--- config.mk ---
export PLATFORM = sky130hd
export DESIGN_NAME = clock_divider_bank
export DESIGN_NICKNAME = d
export VERILOG_FILES = /design/src/rtl/clock_divider_bank.sv
export SDC_FILE = /design/constraint.sdc
export NUM_CORES = 1
export LEC_CHECK = 0
export ABC_AREA = 1
export BUFFER_PORTS_ARGS = -buffer_cell sky130_fd_sc_hd__buf_2
export CORE_ASPECT_RATIO = 1.4
export CORE_MARGIN = 5
export CORE_UTILIZATION = 55
export DETAILED_ROUTE_END_ITERATION = 6
export GPL_TIMING_DRIVEN = 0
export PLACE_DENSITY_LB_ADDON = 0.05
export SETUP_SLACK_MARGIN = 0.4
export SLEW_MARGIN = 40
export SYNTH_ARGS = -nofsm -noshare
export SYNTH_HDL_FRONTEND = slang
export SYNTH_SLANG_ARGS = --single-unit
--- constraint.sdc ---
create_clock -name clk -period 2.85 [get_ports clk]
set_clock_uncertainty 0.2 [all_clocks]
set_input_delay 0.285 -clock clk [delete_from_list [all_inputs] [get_ports clk]]
set_output_delay 0.285 -clock clk [all_outputs]
set_load 0.1 [all_outputs]
--- src/rtl/clock_divider_bank.sv ---
// Bank of N_CH programmable clock generators sharing one source clock.
// Each channel has a period, a high time and a start phase; config changes take effect only on period boundaries.
module clock_divider_bank #(
  parameter int N_CH  = 4,
  parameter int CNT_W = 8,
  localparam int CH_W = (N_CH > 1) ? $clog2(N_CH) : 1
) (
  input  logic              clk,
  input  logic              rst_n,
  input  logic              cfg_valid,
  input  logic [CH_W-1:0]   cfg_ch,
  input  logic [CNT_W-1:0]  cfg_div,
  input  logic [CNT_W-1:0]  cfg_high,
  input  logic [CNT_W-1:0]  cfg_phase,
  output logic              cfg_err,
  input  logic [N_CH-1:0]   ch_en,
  input  logic              sync,
  output logic [N_CH-1:0]   clk_out,
  output logic [N_CH-1:0]   edge_rise,
  output logic [N_CH-1:0]   ch_active
);

  typedef enum logic [1:0] {
    IDLE,
    PHASE,
    RUN
  } state_t;

  logic cfg_ok;

  always_comb begin
    cfg_ok = (cfg_div >= CNT_W'(2)) && (cfg_high != '0) && (cfg_high < cfg_div) &&
             (cfg_phase < cfg_div) && (32'(cfg_ch) < N_CH);
  end

  always_ff @(posedge clk or negedge rst_n) begin
    if (!rst_n) cfg_err <= 1'b0;
    else        cfg_err <= cfg_valid && !cfg_ok;
  end

  for (genvar i = 0; i < N_CH; i++) begin : g_ch
    state_t           state, state_nx;
    logic [CNT_W-1:0] pend_div, pend_high, pend_phase;
    logic [CNT_W-1:0] pnx_div, pnx_high, pnx_phase;
    logic [CNT_W-1:0] act_div, act_high, act_phase;
    logic [CNT_W-1:0] anx_div, anx_high, anx_phase;
    logic [CNT_W-1:0] pcnt, pcnt_nx, cnt, cnt_nx;
    logic             out_q, out_nx, rise_q, wr;

    assign wr = cfg_valid && cfg_ok && (cfg_ch == CH_W'(i));

    // Pending next-value includes this cycle's write so a same-cycle sync or idle load sees it.
    always_comb begin
      pnx_div   = wr ? cfg_div   : pend_div;
      pnx_high  = wr ? cfg_high  : pend_high;
      pnx_phase = wr ? cfg_phase : pend_phase;
    end

    always_comb begin
      state_nx  = state;
      pcnt_nx   = pcnt;
      cnt_nx    = cnt;
      out_nx    = out_q;
      anx_div   = act_div;
      anx_high  = act_high;
      anx_phase = act_phase;
      unique case (state)
        IDLE: begin
          out_nx    = 1'b0;
          anx_div   = pnx_div;
          anx_high  = pnx_high;
          anx_phase = pnx_phase;
          if (ch_en[i]) begin
            state_nx = PHASE;
            pcnt_nx  = '0;
          end
        end
        PHASE: begin
          out_nx = 1'b0;
          if (!ch_en[i]) begin
            state_nx = IDLE;
          end else if (pcnt == act_phase) begin
            state_nx = RUN;
            cnt_nx   = '0;
            out_nx   = 1'b1;
          end else begin
            pcnt_nx = pcnt + 1'b1;
          end
        end
        RUN: begin
          if (cnt == act_div - 1'b1) begin
            cnt_nx = '0;
            if (!ch_en[i]) begin
              state_nx = IDLE;
              out_nx   = 1'b0;
            end else begin
              anx_div   = pnx_div;
              anx_high  = pnx_high;
              anx_phase = pnx_phase;
              out_nx    = (pnx_high != '0);
            end
          end else begin
            cnt_nx = cnt + 1'b1;
            out_nx = ((cnt + 1'b1) < act_high);
          end
        end
        default: begin
          state_nx = IDLE;
          out_nx   = 1'b0;
        end
      endcase
      // Realign overrides normal sequencing for any channel that is not idle.
      if (sync && (state != IDLE)) begin
        state_nx  = PHASE;
        pcnt_nx   = '0;
        out_nx    = 1'b0;
        anx_div   = pnx_div;
        anx_high  = pnx_high;
        anx_phase = pnx_phase;
      end
    end

    always_ff @(posedge clk or negedge rst_n) begin
      if (!rst_n) begin
        state      <= IDLE;
        pend_div   <= CNT_W'(2);
        pend_high  <= CNT_W'(1);
        pend_phase <= '0;
        act_div    <= CNT_W'(2);
        act_high   <= CNT_W'(1);
        act_phase  <= '0;
        pcnt       <= '0;
        cnt        <= '0;
        out_q      <= 1'b0;
        rise_q     <= 1'b0;
      end else begin
        state      <= state_nx;
        pend_div   <= pnx_div;
        pend_high  <= pnx_high;
        pend_phase <= pnx_phase;
        act_div    <= anx_div;
        act_high   <= anx_high;
        act_phase  <= anx_phase;
        pcnt       <= pcnt_nx;
        cnt        <= cnt_nx;
        out_q      <= out_nx;
        rise_q     <= out_nx && !out_q;
      end
    end

    assign clk_out[i]   = out_q;
    assign edge_rise[i] = rise_q;
    assign ch_active[i] = (state != IDLE);
  end

endmodule
==> run_results.csv <==
group,metric,value,unit
worst_setup_path,worstSetupPathType,"reg2reg",
cells_and_area,drive_gt1_share,23.0,%
yosys,ys_ff_latch,273,
yosys,synthTopCellsByArea,"dfrtp_1 44%, nand2_1 13%, inv_1 6.9%, ha_1 5.6%, o21ai_0 4.3%",
worst_setup_path,ff2ff_setup_slack,0.36,ns
timing,fin_tns_setup,0,ns
global_routing,track_usage,24.2,%
global_routing,antenna_found_initial,1,
timing,fin_crit,2.49,ns
floorplan,die_area,30200,um^2
clock_tree,cts_tree,"done",
worst_setup_path,reg2reg_from,"g_ch[1].act_div[1]",
routing,avgViaCountPerCell,5.23,
worst_setup_path,endpoint_kind,"flop",
clock_tree,insertion_delay,0.55,ns
global_routing,grt_max_degree,78,
worst_hold_path,hold_path_end,"g_ch[3].state[0]",
worst_setup_path,rr_worst_depth,15,
cells_and_area,antenna_cells,0,
timing,slew_viol_final,0,
yosys,synth_top_area_share,43.6,%
pwr,power.density,984,nW/um^2
yosys,post-synth-top-area-cell,"dfrtp_1",
yosys,syn-mean-instance-area,8.13,um^2
timing,whs,0.0235,ns
timing,rsz0062_at_grt,"true",
timing,setup_ws,0.363,ns
clock_tree,cts_made_buffers,28,
placed_design,place_ws,-0.292,ns
worst_setup_path,path_max_fanout,6,
yosys,synthDistinctLibCells,54,
yosys,syn_inst,1815,
floorplan,io_pins,47,
run_status,outcome,"finished clean",
placed_design,placed_cell_area,15500,um^2
timing,worstMarginPinSlew,0.617,ns
worst_hold_path,hp-class,"in2reg",
floorplan,die_w,148,um
pwr,leakage,9.47,nW
routing,vias,12300,
yosys,syn_nets,1915,
floorplan,placementRows,71,
worst_hold_path,hp-start,"sync",
routing,drt_wl_total,37700,um
pwr,peakVddDrop,0.000772,V
yosys,netlist_area,14800,um^2
global_routing,grt.overflow.total,0,
clock_tree,h-tree-depth,1,
global_routing,grt_pass1_wl,59600,um
yosys,synth_warnings,0,
cells_and_area,final_util,69.3,%
timing,hold_viol,0,
cells_and_area,fin_area,18500,um^2
routing,dr.pass1.iters,6,
cells_and_area,nets,2109,
placed_design,io_buffers,44,
yosys,synthTopCellsByCount,"516 x nand2_1, 273 x inv_1, 257 x dfrtp_1, 126 x o21ai_0, 102 x nor2_1",
placed_design,gp_routability_congestion,0.900,
timing,setup_violations,0,
worst_setup_path,worst_r2r_endpoint,"g_ch[1].act_div[2]",
routing,drt-wirelength-per-cell,16.0,um
cells_and_area,syn_to_final_growth,25.3,%
routing,drc,0,
yosys,synthArstFlopShare,100,%
global_routing,grt_pass1_vias,12000,
routing,drt_iter0_drc,658,
worst_setup_path,required,3.12,ns
clock_tree,cts.sinks,273,
timing,fmax,0.402,GHz
floorplan,start_util,55.3,%
clock_tree,cts_root_buffer,"clkbuf_16",
placed_design,hpwl,25100,um
clock_tree,cts_buffer_depth,3,
floorplan,die_h,204,um
yosys,synth_ff_type,"dfrtp_1",
run,max_cap_violations,0,
routing,ant_nets,0,
worst_setup_path,arrival,2.76,ns
worst_hold_path,holdPathStages,3,
timing,fin_crit_sh,87.3,%
floorplan,core,26700,um^2
yosys,seq_area_frac_synth,46.5,%
timing,slew_headroom,58.4,%
worst_setup_path,setup.worst_path.start_class,"flop",
yosys,yosysMostFrequentCell,"nand2_1",
yosys,synth-edff-count,0,
clock_tree,path_clk_slew,0.07,ns
-- state kept, by name, summed over array words and instances (netlist names), 32 cells and up --
signal / cells
g_ch.act_div: 32
g_ch.act_high: 32
g_ch.act_phase: 32
g_ch.cnt: 32
g_ch.pcnt: 32
g_ch.pend_div: 32
g_ch.pend_high: 32
g_ch.pend_phase: 32
-- how the worst max path moves through the flow --
stage	startpoint	end	slack (ns)	depth (start not counted)
6_report	g_ch[1].act_div[1]	g_ch[1].act_div[2]	0.36	15
2_1_floorplan	g_ch[3].state[0]	g_ch[3].act_phase[0]	0.41	9
5_1_grt	g_ch[1].cnt[0]	g_ch[1].out_q	0.22	15
4_1_cts	g_ch[0].state[0]	g_ch[0].pcnt[7]	0.40	14
3_5_place_dp	cfg_div[5]	g_ch[0].out_q	-0.29	18
3_3_place_gp	rst_n	g_ch[1].act_phase[3]	-3.74	1
-- metal layers --
metal	vias to the layer above	wire length, um	share of wire, %	global-route usage, %
met5	-	10	0.026	0
met4	2	1710	4.5	9.84
met3	97	1470	3.9	3.00
met2	263	19200	51	42.9
met1	5829	15400	41	29.9
li1	6144	-	-	-
-- layout make-up --
| type | instances | area, um^2 |
|---|---|---|
| plain buffers | 46 | 408 |
| repair buffers | 164 | 1400 |
| clock inverters | 12 | 173 |
| inverters | 294 | 1160 |
| flip-flops and latches | 273 | 6850 |
| multi-input cells | 1202 | 7260 |
| well taps | 328 | 410 |
| clock buffers | 40 | 817 |
| fillers | 2087 | 8170 |
-- stage by stage --
| stage | power (mW) | std cells |
|---|---|---|
| 6_report | 18.2 | 2359 |
| 5_1_grt | 19.5 | 2359 |
| 4_1_cts | 16.5 | 2303 |
| 3_5_place_dp | 12.1 | 2191 |
| 3_3_place_gp | 11.9 | 2187 |
| 2_1_floorplan | 10.6 | 1815 |
-- where the power goes --
| part | switching (mW) | internal (mW) | leakage (nW) |
|---|---|---|---|
| clock | 1.56 | 2.36 | 0.481 |
| sequential | 0.709 | 5.15 | 3.41 |
| combinational | 4.92 | 3.47 | 5.57 |
-- cell usage in the layout, fill, tap and decap left out, types with 5 or more instances in the layout --
master | netlist | final
nand2_4 | 3 | 17
buf_8 | 1 | 8
clkbuf_1 | 4 | 8
nand2_1 | 516 | 461
nand3_2 | 3 | 10
buf_4 | 16 | 92
nor3_1 | 30 | 20
ha_4 | 0 | 14
ha_1 | 66 | 51
xnor2_1 | 29 | 27
o22ai_1 | 12 | 12
nand4_1 | 45 | 45
xor2_2 | 0 | 6
clkbuf_8 | 0 | 5
o211ai_1 | 5 | 5
nor3_2 | 2 | 7
buf_2 | 18 | 56
inv_1 | 273 | 253
nor2_2 | 7 | 11
o21ai_0 | 126 | 96
buf_6 | 7 | 23
nand3_1 | 56 | 47
clkbuf_16 | 0 | 34
dfstp_2 | 16 | 16
dfrtp_1 | 257 | 256
xor2_1 | 62 | 56
inv_2 | 19 | 28
o21ai_1 | 40 | 52
nor2_4 | 2 | 8
clkinvlp_4 | 0 | 7
nor2_1 | 102 | 92
a31oi_1 | 5 | 5
o21ai_2 | 3 | 19
a21oi_2 | 0 | 8
a21oi_1 | 41 | 33
dlygate4sd3_1 | 0 | 19
nand2_2 | 5 | 45
nor3_4 | 0 | 5
-- worst max-delay path: stages (launching register included) --
cell      delay, ns
dfstp_2        0.54
inv_4          0.05
ha_4           0.21
xnor2_2        0.13
a21oi_2        0.12
nand2_1        0.08
a211oi_2       0.21
nand3_2        0.14
nand2_2        0.11
inv_4          0.04
nand2_4        0.08
nand2_8        0.10
clkinv_8       0.12
buf_8          0.13
nand2_2        0.04
o21ai_1        0.09
-- kinds of logic after synthesis --
logic type | after synthesis | synth area share [%]
adders and majority gates | 66 | 5.60
xor gates and xnor gates | 91 | 5.40
buffers and inverters | 340 | 9.68
DFF | 273 | 46.5
and+or+nand+nor | 790 | 23.3
AOI/OAI and AO/OA | 255 | 9.58
-- timing repair --
| action | in CTS | in global routing |
|---|---|---|
| gates cloned | 1 | 8 |
| setup endpoints to repair | 105 | 156 |
| setup buffers | 41 | 47 |
| hold endpoints to repair | 197 | 1 |
| hold buffers | 18 | 1 |
| pin swaps | 19 | 71 |
| gates resized for setup | 57 | 229 |
(Power assumes the default switching activity.)
